## config.mk

```make
export PLATFORM = sky130hd
export DESIGN_NAME = network_rx_agg
export DESIGN_NICKNAME = d
export VERILOG_FILES = /design/src/rtl/network_rx_agg.sv
export SDC_FILE = /design/constraint.sdc
export NUM_CORES = 1
export LEC_CHECK = 0
export CORE_MARGIN = 5
export CORE_UTILIZATION = 45
export DETAILED_ROUTE_END_ITERATION = 8
export PLACE_DENSITY = 0.76
export SYNTH_ARGS = -nofsm -noshare
export SYNTH_HDL_FRONTEND = slang
export SYNTH_SLANG_ARGS = --single-unit
export TNS_END_PERCENT = 1
```

## constraint.sdc

```tcl
create_clock -name clk_sys -period 4.21 [get_ports clk_sys]
set_input_delay 0.842 -clock clk_sys [delete_from_list [all_inputs] [get_ports clk_sys]]
set_output_delay 0.842 -clock clk_sys [all_outputs]
set_load 0.005 [all_outputs]
```

## src/rtl/network_rx_agg.sv

```systemverilog
// Aggregates NUM_PORTS show-ahead receive FIFOs into one 9-bit word stream.
// Round-robin packet selection, per-port enable, length truncation and stall timeout.
module network_rx_agg #(
    parameter int NUM_PORTS = 4,
    parameter int PORT_ID_W = 2,
    parameter int TS_WIDTH  = 19,
    parameter int MAX_LEN   = 1522,
    parameter int LEN_W     = 11,
    parameter int TIMEOUT   = 255
) (
    input  logic                   clk_sys,
    input  logic                   reset_n,
    input  logic [NUM_PORTS*9-1:0] iv_data,
    input  logic [NUM_PORTS-1:0]   iv_data_empty,
    output logic [NUM_PORTS-1:0]   ov_data_rd,
    input  logic [NUM_PORTS-1:0]   iv_port_en,
    input  logic [TS_WIDTH-1:0]    iv_timer,
    output logic [8:0]             ov_data,
    output logic                   o_data_wr,
    output logic [TS_WIDTH-1:0]    ov_rec_ts,
    output logic [PORT_ID_W-1:0]   ov_src_port,
    output logic                   o_pkt_valid_pulse,
    output logic                   o_trunc_pulse,
    output logic                   o_timeout_pulse,
    output logic [15:0]            ov_drop_cnt,
    output logic [1:0]             fsm_state
);
    typedef enum logic [1:0] {IDLE = 2'd0, FWD = 2'd1, DROP = 2'd2} state_t;

    localparam logic [LEN_W-1:0]     LAST_IDX = LEN_W'(MAX_LEN - 1);
    localparam logic [7:0]           TO_LAST  = 8'(TIMEOUT - 1);
    localparam logic [PORT_ID_W-1:0] TOP_PORT = PORT_ID_W'(NUM_PORTS - 1);

    state_t               state, state_n;
    logic [PORT_ID_W-1:0] rr_ptr, rr_n, sel, sel_n, pick, port_mux, sel_inc;
    logic [LEN_W-1:0]     cnt, cnt_n;
    logic [7:0]           stall, stall_n;
    logic                 gap, gap_n, found, pop;
    logic [8:0]           words [NUM_PORTS];
    logic [8:0]           cur_word, data_n;
    logic                 cur_empty, wr_n, valid_n, trunc_n, to_n;
    logic [TS_WIDTH-1:0]  ts_n;
    logic [PORT_ID_W-1:0] src_n;
    logic [15:0]          drop_n;

    for (genvar k = 0; k < NUM_PORTS; k++) begin : g_words
        assign words[k] = iv_data[9*k +: 9];
    end

    // Downward scan so the last hit is the nearest non-empty port at or above rr_ptr.
    always_comb begin
        pick  = '0;
        found = 1'b0;
        for (int i = NUM_PORTS - 1; i >= 0; i--) begin
            if (!iv_data_empty[PORT_ID_W'((int'(rr_ptr) + i) % NUM_PORTS)]) begin
                pick  = PORT_ID_W'((int'(rr_ptr) + i) % NUM_PORTS);
                found = 1'b1;
            end
        end
    end

    assign port_mux  = (state == IDLE) ? pick : sel;
    assign cur_word  = words[port_mux];
    assign cur_empty = iv_data_empty[port_mux];
    assign sel_inc   = (sel == TOP_PORT) ? '0 : sel + 1'b1;
    assign fsm_state = state;

    // Pop handshake: ov_data_rd[k] consumes the word currently shown on port k
    // at this clock edge; it is only raised while that port is non-empty.
    assign ov_data_rd = (pop && reset_n) ? (NUM_PORTS'(1) << port_mux) : '0;

    always_comb begin
        state_n = state;
        rr_n    = rr_ptr;
        sel_n   = sel;
        cnt_n   = cnt;
        stall_n = stall;
        gap_n   = gap;
        pop     = 1'b0;
        data_n  = ov_data;
        wr_n    = 1'b0;
        valid_n = 1'b0;
        trunc_n = 1'b0;
        to_n    = 1'b0;
        ts_n    = ov_rec_ts;
        src_n   = ov_src_port;
        drop_n  = ov_drop_cnt;
        case (state)
            IDLE: begin
                if (gap) begin
                    gap_n = 1'b0;
                end else if (found) begin
                    pop = 1'b1;
                    if (cur_word[8]) begin
                        sel_n   = pick;
                        cnt_n   = LEN_W'(1);
                        stall_n = '0;
                        if (iv_port_en[pick]) begin
                            state_n = FWD;
                            data_n  = cur_word;
                            wr_n    = 1'b1;
                            ts_n    = iv_timer;
                            src_n   = pick;
                        end else begin
                            state_n = DROP;
                            if (ov_drop_cnt != 16'hFFFF) drop_n = ov_drop_cnt + 16'd1;
                        end
                    end
                end
            end
            FWD: begin
                if (!cur_empty) begin
                    pop     = 1'b1;
                    stall_n = '0;
                    cnt_n   = cnt + 1'b1;
                    data_n  = cur_word;
                    wr_n    = 1'b1;
                    if (cur_word[8]) begin
                        valid_n = 1'b1;
                        state_n = IDLE;
                        rr_n    = sel_inc;
                        gap_n   = 1'b1;
                    end else if (cnt == LAST_IDX) begin
                        data_n[8] = 1'b1;
                        trunc_n   = 1'b1;
                        state_n   = DROP;
                    end
                end else if (stall == TO_LAST) begin
                    data_n  = 9'h100;
                    wr_n    = 1'b1;
                    to_n    = 1'b1;
                    state_n = IDLE;
                    rr_n    = sel_inc;
                    gap_n   = 1'b1;
                end else begin
                    stall_n = stall + 8'd1;
                end
            end
            DROP: begin
                if (!cur_empty) begin
                    pop     = 1'b1;
                    stall_n = '0;
                    if (cur_word[8]) begin
                        state_n = IDLE;
                        rr_n    = sel_inc;
                        gap_n   = 1'b1;
                    end
                end else if (stall == TO_LAST) begin
                    state_n = IDLE;
                    rr_n    = sel_inc;
                    gap_n   = 1'b1;
                end else begin
                    stall_n = stall + 8'd1;
                end
            end
            default: state_n = IDLE;
        endcase
    end

    always_ff @(posedge clk_sys or negedge reset_n) begin
        if (!reset_n) begin
            state             <= IDLE;
            rr_ptr            <= '0;
            sel               <= '0;
            cnt               <= '0;
            stall             <= '0;
            gap               <= 1'b0;
            ov_data           <= '0;
            o_data_wr         <= 1'b0;
            ov_rec_ts         <= '0;
            ov_src_port       <= '0;
            o_pkt_valid_pulse <= 1'b0;
            o_trunc_pulse     <= 1'b0;
            o_timeout_pulse   <= 1'b0;
            ov_drop_cnt       <= '0;
        end else begin
            state             <= state_n;
            rr_ptr            <= rr_n;
            sel               <= sel_n;
            cnt               <= cnt_n;
            stall             <= stall_n;
            gap               <= gap_n;
            ov_data           <= data_n;
            o_data_wr         <= wr_n;
            ov_rec_ts         <= ts_n;
            ov_src_port       <= src_n;
            o_pkt_valid_pulse <= valid_n;
            o_trunc_pulse     <= trunc_n;
            o_timeout_pulse   <= to_n;
            ov_drop_cnt       <= drop_n;
        end
    end
endmodule

```

==> metrics.txt <==
WP data arrival=3.09 ns; initial antenna violation count=0; Async S/R FF share, synth=1.00; RSZ-0062 raised after global routing=no; IO buf count=120; Register Area=1900 µm²; H-tree Lvls=3; Crit Reg-Reg Startpoint=rr_ptr[1]; DRT Pass-1 Iters=4; wire per inst=16.2 µm; met2 WL=5510 µm; Sink Count=76; status=complete, no violations; most used cells in the layout excluding fill and tap cells=114 x clkdlybuf4s50_1, 76 x dfrtp_1, 55 x nand2_1, 30 x mux2_2, 27 x nor2_1; Critical Path RT=3.37 ns; Via Count=3689; Worst R2R Setup Slack=1.35 ns; final worst-path cycle share=0.935; Root Driver=clkbuf_8; final hold violation count=0; I/O pins=121; Most used DFF post-synth=dfrtp_1; post-route ant nets=0; placed cells=674; Clock Latency Late Sink=0.35 ns; pin count of the biggest net entering global routing=52; Worst VDD drop=approximately 310 µV; maxcap violations=0; Tmin final=3.93 ns; TritonCTS clock tree=yes; CTS clk-pin slew, worst paths=0.08 ns; r2r worst-path depth=9; Pwr Density=629 nW/µm²; Worst Tran Pin Value=0.614 ns; Max Clk Rate=roughly 250 MHz; die width=107 µm; n_diodes=0; Die ar.=11500 µm²; worst clock skew=between 0.01 and 0.015 ns; mean post-synth cell area=10.2 µm²; Num CTS Buffers=9; Initial Util=0.461; # setup viols final=0; Via density=5.34; WS Path Type=reg -> out; Tot Pwr=3.73 mW; Slew Limit Fails=0; Syn. warnings=0; Synth cell types=67; register area share after synthesis=0.446; Finished Layout Cells=691; gr ovfl total=0; Mapped Area=~4300 µm²; num rows=35; Core Box Area=9240 µm²; Routed WL=11200 µm; #FFs+latches synth=76; leakage power=2.55 nW; Die H=107 µm; Worst setup SP type=flip-flop; Syn Inst Count=~420; reg-to-reg critical path endpoint=ov_data[8]; worst hold path class=in -> async; Max Used Layer=met4; Tot GR Track Use=0.196; Final WS setup=between 0.2 and 0.3 ns; Multi-input gate area=between 2000 and 2500 µm²; DRT iter0 DRCs=142; drt drc=0; critical path fanouts, max=14; Worst Setup End Kind=output port; worst slack, placed=-0.141 ns; global-route wire length before repair=18300 µm; growth of design area from synthesis to finish=39.3%; layout cells sized above 1=0.167; M1 wire length=4810 µm; RePlAce Congestion=0.904; most common cell after layout, fill and taps aside=clkdlybuf4s50_1; Post-synth EDFFs=0; nets=632; metal3 WL=638 µm; dpl hpwl=8670 µm; vias in the first global route=3736; max_slew headroom=0.587; Clock Path Buffers=2; Mapped Nets=493; Final Core Density=0.642; Layout fillers=754
-- where the power goes --
| part | switching, mW | internal [mW] |
|---|---|---|
| combinational | 1.04 | 1.06 |
| clock | 0.272 | 0.246 |
| sequential | 0.170 | 0.950 |
| total | 1.48 | 2.26 |
-- sequential cells by signal (all words and copies together), names as in the netlist --
register and flops:
cnt 11, fsm_state 2, gap 1, o_data_wr 1
o_pkt_valid_pulse 1, o_timeout_pulse 1, o_trunc_pulse 1, ov_data 9
ov_drop_cnt 16, ov_rec_ts 19, ov_src_port 2, rr_ptr 2
sel 2, stall 8
-- final cells by class --
class	instances	area share
inverter	12	0.00759
clock buffer	11	0.0255
clock inverter	5	0.00569
timing repair buffer	143	0.233
tap	129	0.0272
sequential	76	0.320
multi-input combinational	315	0.380
-- cell families after synthesis --
logic type               share of synthesized area
flip-flops                                   0.446
AND/OR/NAND/NOR                              0.191
multiplexers                                 0.116
adder cells (fa/ha/maj)                     0.0294
AO/OA/AOI/OAI                                0.145
XOR/XNOR                                    0.0411
buffers and inverters                       0.0311
-- Yosys cell counts, drive strengths merged (2+ instances only) --
library cell | number | share of area
or2 | 4 | 0.0059
inv | 12 | 0.011
a41o | 2 | 0.0047
o41ai | 3 | 0.0062
dfrtp | 76 | 0.45
nand3 | 17 | 0.020
and3b | 2 | 0.0041
nor3b | 4 | 0.0070
and3 | 5 | 0.0073
nor2 | 27 | 0.024
mux2 | 32 | 0.085
nor2b | 2 | 0.0029
o21ai | 27 | 0.034
nor3 | 10 | 0.016
a31oi | 5 | 0.0088
nand4 | 12 | 0.019
or3 | 4 | 0.0059
and4 | 2 | 0.0047
ha | 10 | 0.029
mux2i | 11 | 0.026
xnor2 | 18 | 0.037
xor2 | 2 | 0.0041
nand3b | 2 | 0.0035
nor4 | 4 | 0.0073
a21o | 4 | 0.0070
or4 | 3 | 0.0053
nand2 | 55 | 0.048
clkbuf | 5 | 0.0044
a21oi | 15 | 0.021
buf | 10 | 0.016
o211ai | 12 | 0.022
-- metrics by stage --
step	TNS, ns	instance area [µm²]	hold WS, ns
2_1_floorplan	0	4260	0.473
5_1_grt	0	5930	0.410
3_3_place_gp	-0.0513	5700	0.468
4_1_cts	-0.0478	5890	0.404
6_report	0	5930	0.392
3_5_place_dp	-0.375	5700	0.475
-- routing by layer --
metal | global-route usage | vias to the layer above
li1 | - | 1794
met1 | 0.255 | 1767
met2 | 0.318 | 108
met3 | 0.0564 | 20
met4 | 0.0594 | 0
met5 | 0 | -
-- worst max-delay path by stage --
stage	startpoint	to	slack (ns)	depth (start not counted)
final	fsm_state[0]	ov_data_rd[0]	0.28	12
after CTS	iv_data_empty[0]	ov_data_rd[0]	-0.02	12
after floorplan	iv_data_empty[0]	ov_data_rd[3]	0.65	10
after detailed placement	iv_data_empty[0]	ov_data_rd[3]	-0.14	11
after global placement	iv_data_empty[0]	ov_data_rd[3]	-0.05	11
after global routing	fsm_state[0]	ov_data_rd[2]	0.06	12
-- worst max-delay path, cell delays in order (launching register included) --
cell,delay [ns]
dfrtp_1,0.43
inv_1,0.17
ha_4,0.26
nor4bb_1,0.28
o21ai_0,0.12
o211ai_1,0.12
nand3_1,0.14
or2_4,0.26
a21oi_2,0.15
nor3b_2,0.06
buf_4,0.15
and3_1,0.17
clkdlybuf4s50_1,0.44
-- repair_timing --
action,CTS,global route
hold buffers,0,0
buffers inserted,0,1
setup endpoints to repair,4,3
gates cloned,0,0
pin swaps,0,4
gates resized for setup,4,8
Power figures use the tool's default switching activity.
